<file path="src/rtl/snake_pkg.sv">
// Shared command codes, FSM state encodings and direction helpers
// for the snake movement controller.
package snake_pkg;

  typedef enum logic [2:0] {
    CMD_NONE  = 3'd0,
    CMD_UP    = 3'd1,
    CMD_DOWN  = 3'd2,
    CMD_LEFT  = 3'd3,
    CMD_RIGHT = 3'd4,
    CMD_PAUSE = 3'd5
  } cmd_e;

  typedef enum logic [2:0] {
    ST_INICIO = 3'd0,
    ST_M_ARR  = 3'd1,
    ST_M_ABA  = 3'd2,
    ST_M_IZQ  = 3'd3,
    ST_M_DER  = 3'd4,
    ST_PAUSA  = 3'd5
  } state_e;

  function automatic logic is_dir(input logic [2:0] code);
    return (code >= CMD_UP) && (code <= CMD_RIGHT);
  endfunction

  function automatic logic [2:0] opposite_dir(input logic [2:0] code);
    case (code)
      CMD_UP:    return CMD_DOWN;
      CMD_DOWN:  return CMD_UP;
      CMD_LEFT:  return CMD_RIGHT;
      CMD_RIGHT: return CMD_LEFT;
      default:   return CMD_NONE;
    endcase
  endfunction

  // Direction code to movement state; anything else lands in INICIO.
  function automatic state_e dir_state(input logic [2:0] code);
    case (code)
      CMD_UP:    return ST_M_ARR;
      CMD_DOWN:  return ST_M_ABA;
      CMD_LEFT:  return ST_M_IZQ;
      CMD_RIGHT: return ST_M_DER;
      default:   return ST_INICIO;
    endcase
  endfunction

  function automatic logic [2:0] state_dir(input state_e st);
    case (st)
      ST_M_ARR: return CMD_UP;
      ST_M_ABA: return CMD_DOWN;
      ST_M_IZQ: return CMD_LEFT;
      ST_M_DER: return CMD_RIGHT;
      default:  return CMD_NONE;
    endcase
  endfunction

endpackage

</file>
<file path="src/rtl/snake_cmd_fifo.sv">
// Small synchronous command FIFO; a push into a full FIFO is accepted
// only when a pop happens in the same cycle.
module snake_cmd_fifo #(
  parameter int FIFO_DEPTH = 4,
  parameter int CODE_W     = 3
) (
  input  logic                          clk,
  input  logic                          rst,
  input  logic                          push,
  input  logic                          pop,
  input  logic [CODE_W-1:0]             din,
  output logic [CODE_W-1:0]             dout,
  output logic                          full,
  output logic                          empty,
  output logic [$clog2(FIFO_DEPTH):0]   level
);
  localparam int AW = $clog2(FIFO_DEPTH);
  localparam int LW = AW + 1;

  logic [CODE_W-1:0] mem [FIFO_DEPTH];
  logic [AW-1:0]     wr_ptr;
  logic [AW-1:0]     rd_ptr;
  logic              do_push;
  logic              do_pop;

  assign full    = (level == LW'(FIFO_DEPTH));
  assign empty   = (level == '0);
  assign do_pop  = pop && !empty;
  assign do_push = push && (!full || do_pop);
  assign dout    = mem[rd_ptr];

  always_ff @(posedge clk) begin
    if (do_push) mem[wr_ptr] <= din;
  end

  always_ff @(posedge clk or posedge rst) begin
    if (rst) begin
      wr_ptr <= '0;
      rd_ptr <= '0;
      level  <= '0;
    end else begin
      if (do_push) wr_ptr <= wr_ptr + AW'(1);
      if (do_pop)  rd_ptr <= rd_ptr + AW'(1);
      case ({do_push, do_pop})
        2'b10:   level <= level + LW'(1);
        2'b01:   level <= level - LW'(1);
        default: ;
      endcase
    end
  end
endmodule

</file>
<file path="src/rtl/snake_dir_ctrl.sv">
// Snake direction controller: buffered commands, internal movement tick,
// reversal rejection and pause/resume.
//   state     | meaning
//   INICIO    | not yet moving, waiting for a first direction
//   M_ARR     | moving up
//   M_ABA     | moving down
//   M_IZQ     | moving left
//   M_DER     | moving right
//   PAUSA     | paused, saved_q holds the direction to resume to
module snake_dir_ctrl
  import snake_pkg::*;
#(
  parameter int TICK_CYCLES = 2000000,
  parameter int FIFO_DEPTH  = 4,
  parameter int CODE_W      = 3
) (
  input  logic                         clk,
  input  logic                         rst,
  input  logic                         cmd_valid,
  input  logic [CODE_W-1:0]            cmd_code,
  input  logic [1:0]                   speed_sel,
  input  logic                         run_en,
  output logic [CODE_W-1:0]            accion,
  output logic                         mover,
  output logic                         paused,
  output logic                         dropped,
  output logic [$clog2(FIFO_DEPTH):0]  fifo_level
);
  localparam int CNT_W = $clog2(TICK_CYCLES);

  logic [CNT_W-1:0]  count_q;
  logic [31:0]       period_raw;
  logic [31:0]       period;
  logic              tick;
  logic              cmd_ok;
  logic              fifo_full;
  logic              fifo_empty;
  logic              fifo_pop;
  logic [CODE_W-1:0] fifo_dout;
  logic [2:0]        head;
  state_e            state_q, state_d;
  logic [2:0]        saved_q, saved_d;

  assign period_raw = 32'(TICK_CYCLES) >> speed_sel;
  assign period     = (period_raw < 32'd2) ? 32'd2 : period_raw;
  // Compare with >= so a shortened period fires on the very next cycle.
  assign tick       = run_en && (32'(count_q) >= (period - 32'd1));

  assign cmd_ok   = cmd_valid && (cmd_code >= CODE_W'(CMD_UP)) && (cmd_code <= CODE_W'(CMD_PAUSE));
  assign fifo_pop = tick && !fifo_empty;
  assign head     = fifo_empty ? 3'(CMD_NONE) : fifo_dout[2:0];

  snake_cmd_fifo #(
    .FIFO_DEPTH (FIFO_DEPTH),
    .CODE_W     (CODE_W)
  ) u_fifo (
    .clk   (clk),
    .rst   (rst),
    .push  (cmd_ok),
    .pop   (fifo_pop),
    .din   (cmd_code),
    .dout  (fifo_dout),
    .full  (fifo_full),
    .empty (fifo_empty),
    .level (fifo_level)
  );

  always_comb begin
    state_d = state_q;
    saved_d = saved_q;
    case (state_q)
      ST_INICIO: if (is_dir(head)) state_d = dir_state(head);
      ST_M_ARR, ST_M_ABA, ST_M_IZQ, ST_M_DER: begin
        if (head == CMD_PAUSE) begin
          saved_d = state_dir(state_q);
          state_d = ST_PAUSA;
        end else if (is_dir(head) && (head != state_dir(state_q)) &&
                     (head != opposite_dir(state_dir(state_q)))) begin
          state_d = dir_state(head);
        end
      end
      ST_PAUSA:  if (head == CMD_PAUSE) state_d = dir_state(saved_q);
      default:   state_d = ST_INICIO;
    endcase
  end

  always_ff @(posedge clk or posedge rst) begin
    if (rst) begin
      count_q <= '0;
      state_q <= ST_INICIO;
      saved_q <= '0;
      accion  <= '0;
      mover   <= 1'b0;
      paused  <= 1'b0;
      dropped <= 1'b0;
    end else begin
      dropped <= cmd_ok && fifo_full && !fifo_pop;
      mover   <= tick;
      if (tick) begin
        count_q <= '0;
        state_q <= state_d;
        saved_q <= saved_d;
        accion  <= CODE_W'(state_dir(state_d));
        paused  <= (state_d == ST_PAUSA);
      end else if (run_en) begin
        count_q <= count_q + CNT_W'(1);
      end
    end
  end
endmodule

</file>
<file path="config.mk">
export PLATFORM = sky130hd
export DESIGN_NAME = snake_dir_ctrl
export DESIGN_NICKNAME = d
export VERILOG_FILES = /design/src/rtl/snake_pkg.sv /design/src/rtl/snake_cmd_fifo.sv /design/src/rtl/snake_dir_ctrl.sv
export SDC_FILE = /design/constraint.sdc
export NUM_CORES = 1
export LEC_CHECK = 0
export ABC_AREA = 1
export CAP_MARGIN = 20
export CORE_MARGIN = 3
export CORE_UTILIZATION = 40
export CTS_BUF_LIST = sky130_fd_sc_hd__clkbuf_8
export DETAILED_ROUTE_END_ITERATION = 6
export GPL_TIMING_DRIVEN = 0
export SYNTH_ARGS = -nofsm -noshare
export SYNTH_HDL_FRONTEND = slang
export SYNTH_SLANG_ARGS = --single-unit
</file>
<file path="constraint.sdc">
create_clock -name clk -period 5.42 [get_ports clk]
set_clock_uncertainty 0.1 [all_clocks]
set_input_delay 0.542 -clock clk [delete_from_list [all_inputs] [get_ports clk]]
set_output_delay 0.542 -clock clk [all_outputs]
set_load 0.02 [all_outputs]
</file>
==> impl_metrics.toml <==
[status]
status = "complete, no violations"

[global_routing]
grt_max_degree = 33
grt_pass1_wl_mm = 12.1
grt_pass1_vias = 2588
antenna_found_initial = 0
grtUsageTotal_pct = 15.0
grt.overflow.total = 0

[yosys]
netlist_area_um2 = 3530
ys.flop_type = "dfrtp_1"
yosys_warnings = 0
async_flop_share_pct = 76.9
synth-seq-cells = 52
avgSynthCellArea_um2 = 8.09
yosysUniqueCellTypes = 38
netlist_instances = 436
synth_nets = 479
synth-edff-count = 12
synth.yosys.seq_area_share_pct = 38.6

[finish]
multi_input_area_um2 = 1900
register_area_um2 = 1360
final_cells = 566
finalNetCount = 503
drive_gt1_share_pct = 9.76
diodes = 0
synthToLayoutAreaGrowth_pct = 11.5
n_fill_cell = 822

[cts]
post_cts_buffers = 0
clk_latency_ps = 310
cts_inserted_buffers = 5
cts_resized = 0
ctsLongestPathBuffers = 2
cts.clk_slew.worst_paths_ps = 100
root_buffer = "clkbuf_8"
cts.sinks = 52
hold_buffers = 0
cts_tree = "done"
htree_num_levels = 2

[critical_path]
critPathBufInv = 5
crit_family = "buffers and inverters"
crit_path_start_kind = "input port"
path_max_fanout = 9
cp-end-kind = "flop"
cpMaxStageDelayCell = "clkdlybuf4s50_1"
cp.required_ps = 5520
arrival_ps = 3870
crit_type = "in2reg"
worstPathCellList = "clkdlybuf4s50_1 -> inv_1 -> ha_1 -> inv_1 -> o22ai_1 -> ha_1 -> nand2_1 -> nor3b_1 -> nand4_1 -> nand3_1 -> nand2_2 -> inv_1 -> nand3_1 -> fa_1 -> inv_1 -> nand2_1 -> o21ai_0"
cpMostUsedCell = "inv_1"
cpPeakStageDelay_ps = 580

[sta]
fin_crit_ps = 3770
worst_pin_slew_ps = 510
rsz0062_at_grt = "false"
min_period_over_period_pct = 69.6
finalHoldViolations = 0
worst_slew_margin_rel_pct = 65.7
max_clock_freq_mhz = 265
finalSetupTns_ps = 0
setup_viol = 0
finalMaxSlewViolations = 0
hold_ws_ps = 357

[floorplan]
dieWidth_um = 99.9
placementRows = 33
initial_core_util_pct = 42.1
design.core.area_um2 = 8380
io_pins = 18
dieHeight_um = 99.9
dieArea_um2 = 9980

[power_and_ir_drop]
leakagePower_nw = 1.93
p_per_area_nw_per_um2 = 356
power_mw = 1.40
vdd_drop_max_uv = 181

[place]
dp_cells = 558
portBuffers = 16
place_congestion = 0.893
dp_hpwl_mm = 5.36

[routing]
ant_nets = 0
drt_wl_total_mm = 7.03
drt_iter0_drc = 98
first_pass_iters = 4
wire_per_inst_um = 12.4
drc = 0
vias_per_cell = 4.90
vias = 2774

[flow_run]
maxCapViolations = 0

[hold_path]
hold_path.class = "in2async"
-- metal layers --
layer | vias to the layer above | track usage, % | share of wire (%)
met5 | - | 0 | 0
met4 | 0 | 3.78 | 0.81
met3 | 5 | 2.36 | 2.1
met2 | 21 | 25.2 | 48
met1 | 1297 | 20.1 | 49
li1 | 1451 | - | -
-- flip-flops by register name, indices dropped and copies added (netlist names) --
register and count:
paused 1, u_fifo.wr_ptr 2, count_q 21, mover 1
state_q 3, u_fifo.rd_ptr 2, saved_q 3, dropped 1
u_fifo.mem 12, accion 3, u_fifo.level 3
-- power by group --
part | switching [mW] | internal (mW) | leakage (nW)
Sequential | 0.0740 | 0.471 | 0.615
Clock | 0.131 | 0.103 | 0.0529
Combinational | 0.384 | 0.235 | 1.27
Total | 0.589 | 0.809 | 1.93
-- metrics by stage --
step	utilization (%)	instance area [um2]	setup WS [ps]
6_report	46.9	3930	1650
5_1_grt	46.9	3930	1340
4_1_cts	46.9	3930	1610
3_5_place_dp	45.8	3840	1260
3_3_place_gp	45.5	3820	1320
2_1_floorplan	-	3530	2450
-- path summary, 6_finish.rpt --
path	startpoint	cells after the start	slack (ps)	to
worst max-delay path	speed_sel[0]	17	1650	u_fifo.level[1]
worst min-delay path	rst	2	360	accion[2]
worst max register to register	count_q[18]	12	2690	u_fifo.level[1]
max in group asynchronous	rst	3	4420	count_q[11]
min in group clk	accion[1]	2	390	accion[1]
worst min register to register	accion[1]	2	390	accion[1]
-- worst reg2reg max path, delay by kind of cell (launching register included) --
family          cells  cell delay, ps
fa+ha+maj           2             800
compound gates      1              70
buf+inv             2             160
simple gates        7            1070
flops               1             440
-- cell usage in the layout (no fill, tap or decap), drive strengths merged --
master         netlist  routed
clkinv               1       1
buf                  5       6
dfrtp               40      40
nor2                47      47
nand4               10      10
a21oi               14      14
o22ai                2       2
nand2              118     118
nor3b                4       4
conb                 1       1
fa                   1       1
ha                  33      33
a31oi                1       1
nand3b               1       1
a21boi               1       1
xnor2                3       3
clkbuf               0       6
clkdlybuf4s50        0      16
nor3                11      11
edfxtp              12      12
and3                 1       1
nor4                 1       1
xor2                14      14
inv                 58      60
o21bai               2       2
nor4b                1       1
nand3               40      40
o21ai               14      14
-- final cells by class --
cell class              instances  share of cell area, %
plain buffers                   5                  0.923
clock buffers                   6                   2.10
clock inverters                 2                  0.255
inverters                      59                   5.70
multi-input cells             320                   48.5
flip-flops and latches         52                   34.6
well taps                     105                   3.34
repair buffers                 17                   4.58
-- kinds of logic (layout without fill, tap and decap cells) --
kind of cell    after synthesis  after routing  share of synthesized area (%)
fa+ha+maj                    34             34                           12.3
compound gates               34             34                           5.36
xor+xnor                     17             17                           4.22
other cells                   1              1                          0.106
buf+inv                      64             89                           7.38
flops                        52             52                           38.6
simple gates                234            234                           32.0
-- synthesized netlist by cell type (all sizes together) (2+ instances only) --
master | instances | area, um2
nand2 | 118 | 455
inv | 58 | 220
nor2 | 47 | 181
dfrtp | 40 | 1000
nand3 | 40 | 305
ha | 33 | 413
a21oi | 14 | 70.1
o21ai | 14 | 73.8
xor2 | 14 | 123
edfxtp | 12 | 360
nor3 | 11 | 60.1
nand4 | 10 | 62.6
buf | 5 | 36.3
nor3b | 4 | 30.0
xnor2 | 3 | 26.3
o21bai | 2 | 18.8
o22ai | 2 | 12.5
Note: power is estimated with default switching activity, not from simulation.
